===== src/rtl/mul_div_unit.sv =====
`default_nettype none
// ============================================================================
// Module      : mul_div_unit
// Description : Iterative radix-2 HI/LO multiply/divide unit. Executes
//               MULT/MULTU/DIV/DIVU one bit per cycle on unsigned magnitudes,
//               applies sign correction in a final FIX cycle, and holds the
//               architectural HI/LO registers (also written by MTHI/MTLO).
// Revision    : 1.0 - initial release
// ----------------------------------------------------------------------------
// Ports:
//   clk        in   rising-edge clock
//   resetN     in   asynchronous active-low reset
//   start      in   operation request, accepted only when idle
//   op         in   00 MULT, 01 MULTU, 10 DIV, 11 DIVU (sampled with start)
//   opA        in   multiplicand / dividend (sampled with start)
//   opB        in   multiplier / divisor (sampled with start)
//   abort      in   cancel the in-flight operation, HI/LO untouched
//   writeHi    in   MTHI strobe (idle only)
//   writeLo    in   MTLO strobe (idle only)
//   writeData  in   MTHI/MTLO data
//   busy       out  operation in flight
//   done       out  one-cycle pulse, HI/LO just updated by an operation
//   hi, lo     out  architectural HI/LO registers
// ============================================================================
module mul_div_unit #(
    parameter int WIDTH = 32
) (
    input  logic             clk,
    input  logic             resetN,
    input  logic             start,
    input  logic [1:0]       op,
    input  logic [WIDTH-1:0] opA,
    input  logic [WIDTH-1:0] opB,
    input  logic             abort,
    input  logic             writeHi,
    input  logic             writeLo,
    input  logic [WIDTH-1:0] writeData,
    output logic             busy,
    output logic             done,
    output logic [WIDTH-1:0] hi,
    output logic [WIDTH-1:0] lo
);

    localparam int CW = $clog2(WIDTH);

    if (WIDTH < 4 || (WIDTH % 2) != 0) begin : g_bad_width
        $error("mul_div_unit: WIDTH must be >= 4 and even");
    end

    typedef enum logic [1:0] {
        IDLE = 2'd0,
        RUN  = 2'd1,
        FIX  = 2'd2
    } state_t;

    state_t state, next_state;
    logic   accept;

    // Operation context captured at accept
    logic             is_div;
    logic             neg_main;   // negate product / quotient
    logic             neg_rem;    // remainder takes the dividend's sign
    logic             div_zero;
    logic [CW-1:0]    count;

    // Datapath: acc is the upper product half / partial remainder,
    // mq is the lower product half (multiplier shifts out) / quotient.
    logic [WIDTH-1:0] acc;
    logic [WIDTH-1:0] mq;
    logic [WIDTH-1:0] b_mag;

    logic             sign_a, sign_b;
    logic [WIDTH-1:0] mag_a, mag_b;
    logic [WIDTH:0]   mul_sum;
    logic [WIDTH:0]   div_shift;
    logic [WIDTH:0]   div_diff;
    logic [2*WIDTH-1:0] product;
    logic [WIDTH-1:0] quo, rem;

    // ------------------------------------------------------------------------
    // State register
    // ------------------------------------------------------------------------
    always_ff @(posedge clk or negedge resetN) begin
        if (!resetN) begin
            state <= IDLE;
        end else begin
            state <= next_state;
        end
    end

    // ------------------------------------------------------------------------
    // Next-state logic
    // ------------------------------------------------------------------------
    always_comb begin
        next_state = state;
        accept     = 1'b0;
        case (state)
            IDLE: begin
                // abort in the same cycle as start drops the request
                if (start && !abort) begin
                    next_state = RUN;
                    accept     = 1'b1;
                end
            end
            RUN: begin
                if (abort) begin
                    next_state = IDLE;
                end else if (count == '0) begin
                    next_state = FIX;
                end
            end
            FIX:     next_state = IDLE;
            default: next_state = IDLE;
        endcase
    end

    assign busy = (state != IDLE);

    // ------------------------------------------------------------------------
    // Operand magnitudes and per-step arithmetic
    // ------------------------------------------------------------------------
    always_comb begin
        sign_a = ~op[0] & opA[WIDTH-1];
        sign_b = ~op[0] & opB[WIDTH-1];
        // |MIN| wraps to 2^(WIDTH-1), which is correct read as unsigned
        mag_a  = sign_a ? (~opA + 1'b1) : opA;
        mag_b  = sign_b ? (~opB + 1'b1) : opB;

        // Shift-add: add multiplicand when the current multiplier bit is set
        mul_sum = {1'b0, acc} + (mq[0] ? {1'b0, b_mag} : {(WIDTH+1){1'b0}});

        // Restoring divide: partial remainder < divisor, so the trial
        // difference always fits WIDTH+1 bits with bit WIDTH as its sign.
        div_shift = {acc, mq[WIDTH-1]};
        div_diff  = div_shift - {1'b0, b_mag};

        product = {acc, mq};
        if (neg_main) begin
            product = ~product + 1'b1;
        end
        quo = neg_main ? (~mq + 1'b1) : mq;
        rem = neg_rem ? (~acc + 1'b1) : acc;
    end

    // ------------------------------------------------------------------------
    // Datapath and HI/LO registers
    // ------------------------------------------------------------------------
    always_ff @(posedge clk or negedge resetN) begin
        if (!resetN) begin
            hi       <= '0;
            lo       <= '0;
            done     <= 1'b0;
            acc      <= '0;
            mq       <= '0;
            b_mag    <= '0;
            count    <= '0;
            is_div   <= 1'b0;
            neg_main <= 1'b0;
            neg_rem  <= 1'b0;
            div_zero <= 1'b0;
        end else begin
            done <= 1'b0;
            case (state)
                IDLE: begin
                    if (accept) begin
                        acc      <= '0;
                        mq       <= mag_a;
                        b_mag    <= mag_b;
                        count    <= CW'(WIDTH - 1);
                        is_div   <= op[1];
                        neg_main <= sign_a ^ sign_b;
                        neg_rem  <= sign_a;
                        div_zero <= (opB == '0);
                    end else begin
                        if (writeHi) hi <= writeData;
                        if (writeLo) lo <= writeData;
                    end
                end
                RUN: begin
                    if (is_div) begin
                        acc <= div_diff[WIDTH] ? div_shift[WIDTH-1:0]
                                               : div_diff[WIDTH-1:0];
                        mq  <= {mq[WIDTH-2:0], ~div_diff[WIDTH]};
                    end else begin
                        acc <= mul_sum[WIDTH:1];
                        mq  <= {mul_sum[0], mq[WIDTH-1:1]};
                    end
                    count <= count - 1'b1;
                end
                FIX: begin
                    if (!abort) begin
                        done <= 1'b1;
                        if (is_div) begin
                            // With a zero divisor every trial subtract succeeds,
                            // so the remainder already equals the dividend and
                            // only the quotient needs forcing to all ones.
                            lo <= div_zero ? {WIDTH{1'b1}} : quo;
                            hi <= rem;
                        end else begin
                            {hi, lo} <= product;
                        end
                    end
                end
                default: ;
            endcase
        end
    end

endmodule
`default_nettype wire


===== config.mk =====
export PLATFORM = sky130hd
export DESIGN_NAME = mul_div_unit
export DESIGN_NICKNAME = d
export VERILOG_FILES = /design/src/rtl/mul_div_unit.sv
export SDC_FILE = /design/constraint.sdc
export NUM_CORES = 1
export LEC_CHECK = 0
export ABC_AREA = 0
export BUFFER_PORTS_ARGS = -buffer_cell sky130_fd_sc_hd__buf_2
export CORE_MARGIN = 2
export CORE_UTILIZATION = 24
export CTS_BUF_LIST = sky130_fd_sc_hd__clkbuf_8
export DETAILED_ROUTE_END_ITERATION = 6
export PLACE_DENSITY = 0.36
export SYNTH_ARGS = -nofsm -noshare
export SYNTH_HDL_FRONTEND = slang
export SYNTH_SLANG_ARGS = --single-unit

===== constraint.sdc =====
create_clock -name clk -period 4 [get_ports clk]
set_clock_uncertainty 0.1 [all_clocks]
set_input_delay 0.6 -clock clk [delete_from_list [all_inputs] [get_ports clk]]
set_output_delay 0.6 -clock clk [all_outputs]
set_load 0.01 [all_outputs]

==> flow_summary_export.csv <==
group,metric,value,unit
yosys,syn_area,0.01460,mm²
final_layout,final_util,28.09,%
power_and_ir_drop,switching_share,51.14,%
die,rows,90,
clock_network,post_cts_buffers,0,
yosys,synth_cell_type_count,83,
final_layout,drive_gt1_share,15.29,%
yosys,syn_inst,1846,
yosys,synthFlopType,"dfrtp_1",
drt,vias,14240,
yosys,yosys.cell_count.top_type,"nand2_1",
timing,holdWs,0.1924,ns
drt,ant_nets,0,
drt,viasPerCell,5.125,
drt,dr.pass1.iters,5,
yosys,synth_common_cells,"217 x nand2_1, 206 x o21ai_0, 172 x dfrtp_1, 137 x nor2_1, 129 x a21oi_1",
clock_network,cts_tree,"done",
clock_network,cts-root-buf,"clkbuf_8",
clock_network,clock_sinks,172,
final_layout,n_fill_cell,6610,
global_route,antenna_found_initial,1,
timing,rsz0062_at_grt,"false",
power_and_ir_drop,leakagePower,0.007333,µW
power_and_ir_drop,powerDensity,686.6,mW/mm²
worst_setup_path,worstSetupStartpointType,"flip-flop",
yosys,seq_area_frac_synth,29.47,%
power_and_ir_drop,p_int,5677,µW
worst_setup_path,critPathRequiredTime,4.33,ns
timing,maxSlewViolCount,0,
yosys,yosys_warnings,0,
die,fp.dieH,250.7,µm
yosys,synth.largest_area_cell,"dfrtp_1",
placed_design,placed_cell_area,0.01646,mm²
timing,tightestPinTransition,1.052,ns
timing,timing.slew.headroom,29.65,%
global_route,grt_max_degree,76,
die,core-area,0.06025,mm²
placed_design,place_inst,2745,
yosys,synth.top_cell.area_share,29.47,%
clock_network,h-tree-depth,4,
clock_network,clock_latency,0.57,ns
power_and_ir_drop,comb_power_share,61.6,%
clock_network,cts_made_buffers,17,
placed_design,dp_hpwl,47010,µm
drt,wirelength,59090,µm
worst_setup_path,crit_top_cell,"o21ai_0",
die,die_x,250.7,µm
die,die-area,0.06283,mm²
global_route,grt_use_total,18.73,%
final_layout,nets,2159,
yosys,syn_nets,2022,
placed_design,numPortBuffers,169,
yosys,synth.avg_cell_area,7.910,µm²
worst_setup_path,slowest_stage,"a2111oi_0",
clock_network,cts_max_path_buffers,2,
final_layout,regArea,0.004305,mm²
power_and_ir_drop,clockPowerShare,12.8,%
clock_network,path_clk_slew,0.11,ns
worst_hold_path,hold_class,"in -> reg",
job,max-cap-violations,0,
timing,finalSetupViolations,0,
timing,final.period_utilization,92.37,%
drt,wl_per_cell,21.27,µm
global_route,gr-total-overflow,0,
final_layout,instances_no_fill,2778,
timing,max_clock_freq,270.6,MHz
outcome,outcome,"finished, final reports clean",
die,start_util,24.24,%
worst_setup_path,worstPathCellList,"clkinvlp_4, buf_4, nor2_1, ha_1, and4_1, and3_1, a22oi_1, o21ai_0, o21ai_0, o21ai_0, a2111oi_0, a211oi_1",
worst_setup_path,setup.worst_path.class,"reg -> reg",
worst_setup_path,cp-end-kind,"flip-flop",
global_route,grt_pass1_vias,13750,
placed_design,globalplace.congestion,0.8492,
yosys,synth_edf_count,0,
timing,fin_crit,3.695,ns
power_and_ir_drop,power_switching,5941,µW
global_route,grt_pass1_wl,88920,µm
yosys,synthArstFlopShare,100.0,%
power_and_ir_drop,seq_power_share,25.6,%
drt,drt_iter0_drc,965,
final_layout,syn_to_final_growth,15.88,%
worst_setup_path,cpPeakStageDelay,0.45,ns
drt,drc,0,
final_layout,multi_input_area,0.009653,mm²
yosys,ys_seq_elements,172,
timing,hold_violations,0,
power_and_ir_drop,irDropWorstVdd,0.3375,mV
worst_setup_path,crit_fanout,16,
worst_setup_path,critical_path_buf_inv_count,2,
worst_setup_path,cp_data_arrival_time,4.03,ns
die,ioPinCount,170,
timing,tns,0,ns
final_layout,design_area,0.01692,mm²
yosys,synthTopCellsByArea,"dfrtp_1 29%, o21ai_0 7.1%, ha_1 6.0%, xnor2_1 5.9%, nand2_1 5.6%",
worst_setup_path,critPathTopFamily,"compound AO/OA/AOI/OAI gates",
## power groups by stage
stage	clock network, µW	registers, µW	logic [µW]
floorplan	0	2750	4810
global placement	0	3000	7130
detailed placement	0	3000	7060
CTS	1550	2960	7090
global route	1600	3050	7860
finish	1490	2970	7160
## layout by cell type, fill, tap and decap left out, drive strengths merged, types with 11 or more instances in the layout
| cell | n |
|---|---|
| nor2b | 16 |
| nand2 | 217 |
| nor4 | 18 |
| dfrtp | 172 |
| and2 | 11 |
| o31ai | 24 |
| nor3 | 40 |
| a31oi | 21 |
| o22ai | 37 |
| ha | 70 |
| nor2 | 138 |
| a21o | 40 |
| mux2i | 52 |
| xnor2 | 98 |
| inv | 68 |
| or4 | 14 |
| nand2b | 18 |
| or3 | 32 |
| nand3 | 35 |
| a21oi | 129 |
| xor2 | 59 |
| o41ai | 17 |
| a211oi | 15 |
| buf | 227 |
| o211ai | 39 |
| o21ai | 218 |
| a22oi | 18 |
| and3 | 18 |
| clkbuf | 17 |
## sequential cells by signal, summed over array words and instances, names as in the netlist
name	cells
state	2
count	5
div_zero	1
hi	32
b_mag	32
neg_rem	1
lo	32
done	1
neg_main	1
acc	32
mq	32
is_div	1
## worst paths after layout
| check | startpoint | to | slack [ns] | cells past startpoint |
|---|---|---|---|---|
| setup / recovery | mq[0] | acc[31] | 0.31 | 12 |
| hold / removal | abort | state[1] | 0.19 | 2 |
| setup reg to reg | mq[0] | acc[31] | 0.31 | 12 |
| hold reg to reg | b_mag[16] | b_mag[16] | 0.39 | 2 |
| max in group asynchronous | resetN | acc[19] | 2.26 | 3 |
| min in group asynchronous | resetN | lo[11] | 0.48 | 2 |
## through the flow
step | power [µW] | setup slack, ns
floorplan | 7560 | 0.6935
global placement | 10130 | 0.3802
detailed placement | 10050 | 0.3013
CTS | 11600 | 0.2580
global route | 12510 | 0.01271
finish | 11620 | 0.3052
## routing by layer
| metal | GRT usage (%) | share of wire (%) | up-vias |
|---|---|---|---|
| met4 | 4.979 | 1.7 | 0 |
| li1 | - | - | 6986 |
| met1 | 28.43 | 53 | 6838 |
| met5 | 0 | 0 | - |
| met3 | 2.307 | 3.8 | 45 |
| met2 | 27.60 | 42 | 367 |
## logic make-up (layout without fill, tap and decap cells)
group           count (synthesis)  in the layout  synth area share, %
flops                         172            172                29.47
compound gates                623            623                26.73
fa+ha+maj                      72             72                6.272
simple gates                  595            595                19.81
other cells                     0              1                    0
buf+inv                       174            323                4.653
mux                            53             53                3.642
xor+xnor                      157            157                9.417
## layout make-up
class	instances	share of cell area, %
Multi-Input combinational cell	1500	57.05
Sequential cell	172	25.44
Timing Repair Buffer	228	7.668
Tap cell	782	5.782
Inverter	64	1.442
Clock buffer	17	1.383
Clock inverter	14	1.220
Antenna cell	1	0.01479
## what timing repair did
| item | in CTS | in global routing |
|---|---|---|
| endpoints found under the hold margin | 12 | 0 |
| gates resized for setup | 0 | 3 |
| hold buffers | 1 | 0 |
| endpoints found under the setup margin | 0 | 4 |
(Power assumes the default switching activity.)
